[config.mk]
export PLATFORM = sky130hd
export DESIGN_NAME = fetch_prefetch
export DESIGN_NICKNAME = d
export VERILOG_FILES = /design/src/rtl/fetch_prefetch_pkg.sv /design/src/rtl/fetch_prefetch_queue.sv /design/src/rtl/fetch_prefetch.sv
export SDC_FILE = /design/constraint.sdc
export NUM_CORES = 1
export LEC_CHECK = 0
export ABC_AREA = 1
export BUFFER_PORTS_ARGS = -buffer_cell sky130_fd_sc_hd__buf_2
export CAP_MARGIN = 15
export CORE_ASPECT_RATIO = 0.8
export CORE_MARGIN = 3
export CORE_UTILIZATION = 35
export CTS_BUF_LIST = sky130_fd_sc_hd__clkbuf_8 sky130_fd_sc_hd__clkbuf_16
export DETAILED_ROUTE_END_ITERATION = 8
export GPL_TIMING_DRIVEN = 0
export SETUP_SLACK_MARGIN = 0.4
export SYNTH_ARGS = -nofsm -noshare
export SYNTH_HDL_FRONTEND = slang
export SYNTH_SLANG_ARGS = --single-unit
[constraint.sdc]
create_clock -name clk_i -period 13.1 [get_ports clk_i]
set_clock_uncertainty 0.1 [all_clocks]
set_input_delay 2.62 -clock clk_i [delete_from_list [all_inputs] [get_ports clk_i]]
set_output_delay 2.62 -clock clk_i [all_outputs]
set_load 0.01 [all_outputs]
[src/rtl/fetch_prefetch_pkg.sv]
// Shared types and default vectors for the instruction fetch/prefetch stage.
package fetch_prefetch_pkg;

  localparam logic [31:0] DEFAULT_BOOT_ADDRESS      = 32'h0000_1000;
  localparam logic [31:0] DEFAULT_INTERRUPT_ADDRESS = 32'h0000_0000;

  typedef struct packed {
    logic [31:0] pc;
    logic [31:0] instr;
  } fetch_entry_t;

endpackage

[src/rtl/fetch_prefetch_queue.sv]
// Prefetch FIFO of {pc, instr}; flush wins over push/pop, head is read straight from the entry registers.
module fetch_queue
  import fetch_prefetch_pkg::*;
#(
  parameter int           DEPTH       = 4,
  parameter fetch_entry_t RESET_ENTRY = '0,
  localparam int          AW          = $clog2(DEPTH),
  localparam int          CW          = $clog2(DEPTH + 1)
) (
  input  logic          clk_i,
  input  logic          rst_i,
  input  logic          flush,
  input  logic          push,
  input  fetch_entry_t  push_entry,
  input  logic          pop,
  output fetch_entry_t  head,
  output logic          full,
  output logic          empty,
  output logic [CW-1:0] count
);

  fetch_entry_t  mem_reg [DEPTH];
  logic [AW-1:0] wr_ptr_reg, rd_ptr_reg;
  logic [CW-1:0] count_reg;

  assign head  = mem_reg[rd_ptr_reg];
  assign count = count_reg;
  assign full  = (count_reg == CW'(DEPTH));
  assign empty = (count_reg == '0);

  always_ff @(posedge clk_i) begin
    if (rst_i) begin
      for (int i = 0; i < DEPTH; i++) mem_reg[i] <= RESET_ENTRY;
      wr_ptr_reg <= '0;
      rd_ptr_reg <= '0;
      count_reg  <= '0;
    end else if (flush) begin
      wr_ptr_reg <= '0;
      rd_ptr_reg <= '0;
      count_reg  <= '0;
    end else begin
      if (push) begin
        mem_reg[wr_ptr_reg] <= push_entry;
        wr_ptr_reg          <= wr_ptr_reg + AW'(1);
      end
      if (pop) rd_ptr_reg <= rd_ptr_reg + AW'(1);
      count_reg <= count_reg + CW'(push) - CW'(pop);
    end
  end

  // The fetch credit scheme must never let a response land in a full queue.
  always_ff @(posedge clk_i) begin
    if (!rst_i && !flush) assert (!(push && full && !pop));
  end

endmodule

[src/rtl/fetch_prefetch.sv]
// Pipelined Wishbone fetch master feeding a prefetch queue; redirects discard stale in-flight reads.
module fetch_prefetch
  import fetch_prefetch_pkg::*;
#(
  parameter logic [31:0] BOOT_ADDRESS      = DEFAULT_BOOT_ADDRESS,
  parameter logic [31:0] INTERRUPT_ADDRESS = DEFAULT_INTERRUPT_ADDRESS,
  parameter int          DEPTH             = 4,
  parameter int          MAX_OUTSTANDING   = 2
) (
  input  logic        clk_i,
  input  logic        rst_i,
  input  logic        irq_i,
  input  logic        branch_i,
  input  logic [31:0] branch_target_i,
  output logic [31:0] wb_adr_o,
  input  logic [31:0] wb_dat_i,
  output logic        wb_we_o,
  output logic [3:0]  wb_sel_o,
  output logic        wb_stb_o,
  input  logic        wb_ack_i,
  output logic        wb_cyc_o,
  input  logic        wb_stall_i,
  input  logic        output_ready_i,
  output logic        output_valid_o,
  output logic [31:0] instr_o,
  output logic [31:0] pc_o
);

  localparam int OW = $clog2(MAX_OUTSTANDING + 1);
  localparam int CW = $clog2(DEPTH + 1);

  logic          stb_reg, stb_next, cyc_reg, cyc_next, rst_q_reg;
  logic [31:0]   adr_reg, adr_next;
  logic [31:0]   fetch_pc_reg, fetch_pc_next, resp_pc_reg, resp_pc_next;
  logic [OW-1:0] outstanding_reg, outstanding_next, discard_reg, discard_next;
  logic          flush, accepting, ack, push, pop, q_full, q_empty;
  logic [31:0]   target;
  logic [CW-1:0] occupancy;
  fetch_entry_t  head;

  assign wb_adr_o       = adr_reg;
  assign wb_stb_o       = stb_reg;
  assign wb_cyc_o       = cyc_reg;
  assign wb_we_o        = 1'b0;
  assign wb_sel_o       = 4'hF;
  assign output_valid_o = !q_empty;
  assign pc_o           = head.pc;
  assign instr_o        = head.instr;
  assign pop            = !q_empty && output_ready_i;

  always_comb begin
    flush            = irq_i || branch_i;
    target           = irq_i ? INTERRUPT_ADDRESS : branch_target_i;
    accepting        = stb_reg && !wb_stall_i;
    ack              = wb_ack_i && cyc_reg;
    outstanding_next = outstanding_reg + OW'(accepting) - OW'(ack);
    fetch_pc_next    = fetch_pc_reg;
    resp_pc_next     = resp_pc_reg;
    discard_next     = discard_reg;
    push             = 1'b0;
    stb_next         = 1'b0;
    if (accepting) fetch_pc_next = fetch_pc_reg + 32'd4;
    if (ack) begin
      if (discard_reg != '0) begin
        discard_next = discard_reg - OW'(1);
      end else begin
        push         = 1'b1;
        resp_pc_next = resp_pc_reg + 32'd4;
      end
    end
    if (flush) begin
      // Everything still in flight after this edge belongs to the old stream.
      fetch_pc_next = target;
      resp_pc_next  = target;
      discard_next  = outstanding_next;
      push          = 1'b0;
    end else if (stb_reg && wb_stall_i) begin
      stb_next = 1'b1;
    end else begin
      // The read limit is judged on the count that will stand after this edge.
      stb_next = (32'(outstanding_next) < 32'(MAX_OUTSTANDING)) &&
                 (32'(occupancy) + 32'(outstanding_reg) + 32'(accepting) < 32'(DEPTH));
    end
    adr_next = stb_next ? fetch_pc_next : adr_reg;
    cyc_next = stb_next || (outstanding_next != '0);
  end

  always_ff @(posedge clk_i) begin
    rst_q_reg <= rst_i;
    if (rst_i) begin
      stb_reg         <= 1'b0;
      cyc_reg         <= 1'b0;
      adr_reg         <= '0;
      fetch_pc_reg    <= BOOT_ADDRESS;
      resp_pc_reg     <= BOOT_ADDRESS;
      outstanding_reg <= '0;
      discard_reg     <= '0;
    end else begin
      stb_reg         <= stb_next;
      cyc_reg         <= cyc_next;
      adr_reg         <= adr_next;
      fetch_pc_reg    <= fetch_pc_next;
      resp_pc_reg     <= resp_pc_next;
      outstanding_reg <= outstanding_next;
      discard_reg     <= discard_next;
    end
  end

  // A slave may still ack a read that was cut off by reset; only tolerate that right after reset.
  always_ff @(posedge clk_i) begin
    if (!rst_i && !rst_q_reg) assert (!wb_ack_i || cyc_reg);
  end

  fetch_queue #(
    .DEPTH       (DEPTH),
    .RESET_ENTRY (fetch_entry_t'{pc: BOOT_ADDRESS, instr: 32'h0})
  ) u_queue (
    .clk_i      (clk_i),
    .rst_i      (rst_i),
    .flush      (flush),
    .push       (push),
    .push_entry (fetch_entry_t'{pc: resp_pc_reg, instr: wb_dat_i}),
    .pop        (pop),
    .head       (head),
    .full       (q_full),
    .empty      (q_empty),
    .count      (occupancy)
  );

endmodule

== After elaboration in Yosys (flattened, before gate mapping) ==
Memory sizes are Yosys's and may differ from the RTL's. A register that Yosys moved wholly into a read port is not among the register bits.
Index checks and enable logic that the tools add are counted.
Operators by class
  add/sub/neg operators: 11
  multiply operators: 0
  divide/modulo/power cells: 0
  order comparisons: 2
  eq/ne operators: 1
  shift-type cells: 0
  muxes and demuxes: 25
  bitwise logic cells: 0
  reductions and logical operators: 18
Operator list (number)
  $mux 32: 6
  $add 32x3->32 const B: 2
  $mux 64: 1
  $reduce_or 64->1: 1
  $mux 1: 12
  $mux 2: 6
  $reduce_bool 2->1: 4
  $add 4x1->5: 1
  $logic_and 1x1->1: 5
  $lt 5x3->1 const B: 1
  $add 2x1->2 const B: 2
  $add 3x2->4: 1
  $reduce_and 2->1: 2
  $add 3x1->3: 1
  $logic_not 3->1: 1
  $sub 3x1->3: 1
  $add 2x1->2: 1
  $logic_not 1->1: 2
  $logic_or 1x1->1: 2
  $lt 2x2->1 const B: 1
  $ne 2x2->1 const B: 1
  $reduce_or 2->1: 1
  $sub 2x1->2: 1
  $sub 2x1->2 const B: 1
Storage, ports and cells
  register bits: 109
  latch bits: 0
  RAM bits: 256
  memory bits (read-only): 0
  input bits: 71
  output and inout bits: 104
  logic and storage cells: 68
  memories: 1
Memory list
  u_queue.mem_reg: depth 4, bits a word 64, read ports 1, clocked after memory_dff 1, wr ports 4, RTL line fetch_prefetch_queue.sv:22  | fetch_entry_t mem_reg [DEPTH];

== Longest topological paths before layout ==
  word-level depth: 10
  depth in mapped cells: 17
  depth with buffers taken out: 16

== Cells and area by module ==
A second synthesis with hierarchy kept.
Unflattened totals
  cells, all modules: 2106
  area, all modules: 18003.5 um2
Modules (own cells, without submodules)
  fetch_queue: instances 1, cells each 1172, area each 12059.1 um2, seq. area each 7867.5 um2
  fetch_prefetch: instances 1, cells each 934, area each 5944.5 um2, seq. area each 2042.0 um2

== Worst setup path after synthesis ==
Ideal clock, no wire load.
  path kind: in2reg
  start point: input wb_ack_i
  end point: memory u_queue.mem_reg[1][0] (netlist name), enable pin
  setup time: 0.574 ns
  data arrival time: 7.694 ns
  path slack: 4.732 ns
  stages: 8
  path through: nand2_1 -> nor2_1 -> inv_2 -> nor2_8 -> nand2_1 -> nor2_1 -> inv_1 -> o21ai_0
RTL lines
  from (decl): RTL line fetch_prefetch.sv:20  | input logic wb_ack_i,
  to (decl): RTL line fetch_prefetch_queue.sv:22

==> impl_metrics.env <==
export IMPL_p_leak_nw=8.064
export IMPL_grt_pass1_vias=13649
export IMPL_worst_endpoint_required_ps=10380
export IMPL_ios=175
export IMPL_grt_use_total=0.1969
export IMPL_placed_area_mm2=0.01922
export IMPL_placed_cells=2800
export IMPL_die_area_mm2=0.05238
export IMPL_die_h_um=205.3
export IMPL_rsz0062_at_grt="false"
export IMPL_holdWs_ps=366.2
export IMPL_vias=14529
export IMPL_cts_sinks=367
export IMPL_grt_antenna_before_repair=0
export IMPL_cts_buffer_depth=3
export IMPL_cts_tree="built"
export IMPL_hp_class="flip-flop to flip-flop"
export IMPL_post_route_period_util=0.4225
export IMPL_synth_edff_count=256
export IMPL_pre_cts_ws_ps=7987
export IMPL_diodes=0
export IMPL_worst_slew_pin_slew_ps=935.4
export IMPL_drt_iter0_markers=1302
export IMPL_finalWeightedCongestion=0.9223
export IMPL_ant_nets=0
export IMPL_cp_common_cell="clkbuf_1"
export IMPL_status="finished, final reports clean"
export IMPL_netlist_instances=1957
export IMPL_die_w_um=255.1
export IMPL_syn_avg_cell_area_um2=8.880
export IMPL_drv_cap=0
export IMPL_yosys_top_cells_area="edfxtp_1 44%, dfxtp_1 13%, nor2_1 9.4%, o21ai_0 5.7%, nand2_1 5.2%"
export IMPL_seq_area_frac_synth=0.5702
export IMPL_yosys_area_top_type="edfxtp_1"
export IMPL_ys_types=49
export IMPL_drive_gt1_frac=0.1749
export IMPL_timing_final_ws_setup_ps=7566
export IMPL_fin_crit_ps=5534
export IMPL_cts_hold_buffers=0
export IMPL_ys_warn_count=0
export IMPL_clkSlewWorstSetupHoldPaths_ps=60
export IMPL_power_mw=2.656
export IMPL_place_hpwl_um=37110
export IMPL_port_buffer_count=169
export IMPL_dr_pass1_iters=5
export IMPL_grt_max_degree=40
export IMPL_yosysTopAreaCellShare=0.4424
export IMPL_worst_path_max_delay_cell="clkbuf_1"
export IMPL_core_mm2=0.04874
export IMPL_stdcell_area_mm2=0.02050
export IMPL_critPathMaxStageDelay_ps=520
export IMPL_fin_util=0.4206
export IMPL_cts_resized=0
export IMPL_finalSetupTns_ps=0
export IMPL_fin_nets=2258
export IMPL_ys_seq_elements=367
export IMPL_start_util=0.3566
export IMPL_synth_area_mm2=0.01738
export IMPL_clock_latency_ps=580
export IMPL_rows=72
export IMPL_synthFlopType="edfxtp_1"
export IMPL_netlist_top_cells_count="436 x nor2_1, 256 x edfxtp_1, 241 x nand2_1"
export IMPL_peakVddDrop_uv=79.32
export IMPL_grt_ovfl_total=0
export IMPL_fin_cells=2873
export IMPL_grt_first_pass_wirelength_um=79270
export IMPL_setup_violations=0
export IMPL_largest_reg_flops=256
export IMPL_cts_setup_buffers=0
export IMPL_wl_per_cell_um=18.18
export IMPL_slew_violations=0
export IMPL_synthArstFlopShare=0
export IMPL_routed_wl_um=52220
export IMPL_cts_buffers=41
export IMPL_relSlewSlack=0.3764
export IMPL_cp_start_kind="flip-flop"
export IMPL_cp_top_family="buffers and inverters"
export IMPL_cts_root_buffer="clkbuf_16"
export IMPL_crit_arrival_ps=2810
export IMPL_h_tree_depth=2
export IMPL_worstPathCellList="clkbuf_1, clkbuf_1, o21ai_0, o22ai_1, buf_2"
export IMPL_drc=0
export IMPL_syn_to_final_growth_pct=17.97
export IMPL_cp_end_kind="primary output"
export IMPL_yosysMostFrequentCell="nor2_1"
export IMPL_crit_buf_inv=3
export IMPL_finalHoldViolations=0
export IMPL_cp_max_fo=10
export IMPL_viasPerCell=5.057
export IMPL_crit_type="flip-flop to primary output"
export IMPL_pwr_density_cell_mw_per_mm2=129.5
export IMPL_fmax_mhz=180.7
[power breakdown]
part	switching, mW	total (mW)	internal, mW
clock	0.479	1.11	0.633
sequential	0.0255	1.32	1.29
combinational	0.157	0.226	0.0696
total	0.661	2.66	1.99
[worst min-delay path: stages, from the launching register on]
cell and delay, ps:
dfxtp_1 310, nand2_1 60, a21oi_1 60
[per-layer routing]
layer  wire, µm  vias up  GRT usage
li1           -     6947          -
met1      23940     6948     0.2879
met2      22710      558     0.2970
met3       4430       76    0.03766
met4       1145        0    0.05637
met5          0        -          0
[cell families after synthesis]
group | after synthesis | share of synthesized area
compound gates | 376 | 0.1176
buf+inv | 328 | 0.07805
xor+xnor | 2 | 0.001008
other cells | 2 | 0.0004322
fa+ha+maj | 10 | 0.007632
flops | 367 | 0.5702
simple gates | 872 | 0.2251
[path summary, 6_finish.rpt]
| kind | from | endpoint | slack [ps] | cells after the start |
|---|---|---|---|---|
| hold / removal | wb_adr_o[12] | wb_adr_o[12] | 370 | 2 |
| hold reg to reg | wb_adr_o[12] | wb_adr_o[12] | 370 | 2 |
| setup / recovery | flip-flop | pc_o[11] | 7570 | 5 |
| setup reg to reg | discard_reg[0] | u_queue.mem_reg[0][57] | 10260 | 13 |
[final cells by class]
type	instances	area [µm²]
timing repair buffer	174	960.9
sequential	367	9910
buffer	105	515.5
clock buffer	45	1081
tap	666	833.3
clock inverter	28	202.7
multi-input combinational	1265	6157
fill	4863	28240
inverter	223	840.8
[placed cells by master, fill, tap and decap left out, drive strengths merged, types with 4 or more instances in the layout]
cell	count
buf	214
nor2	499
clkbuf	110
inv	233
conb	5
a21oi	80
o211ai	4
nor3	26
a31oi	10
clkinv	15
edfxtp	256
nand3	84
nand4	14
dfxtp	111
o22ai	65
o21bai	5
o21ai	202
ha	9
nand2	247
Power figures use the tool's default switching activity.
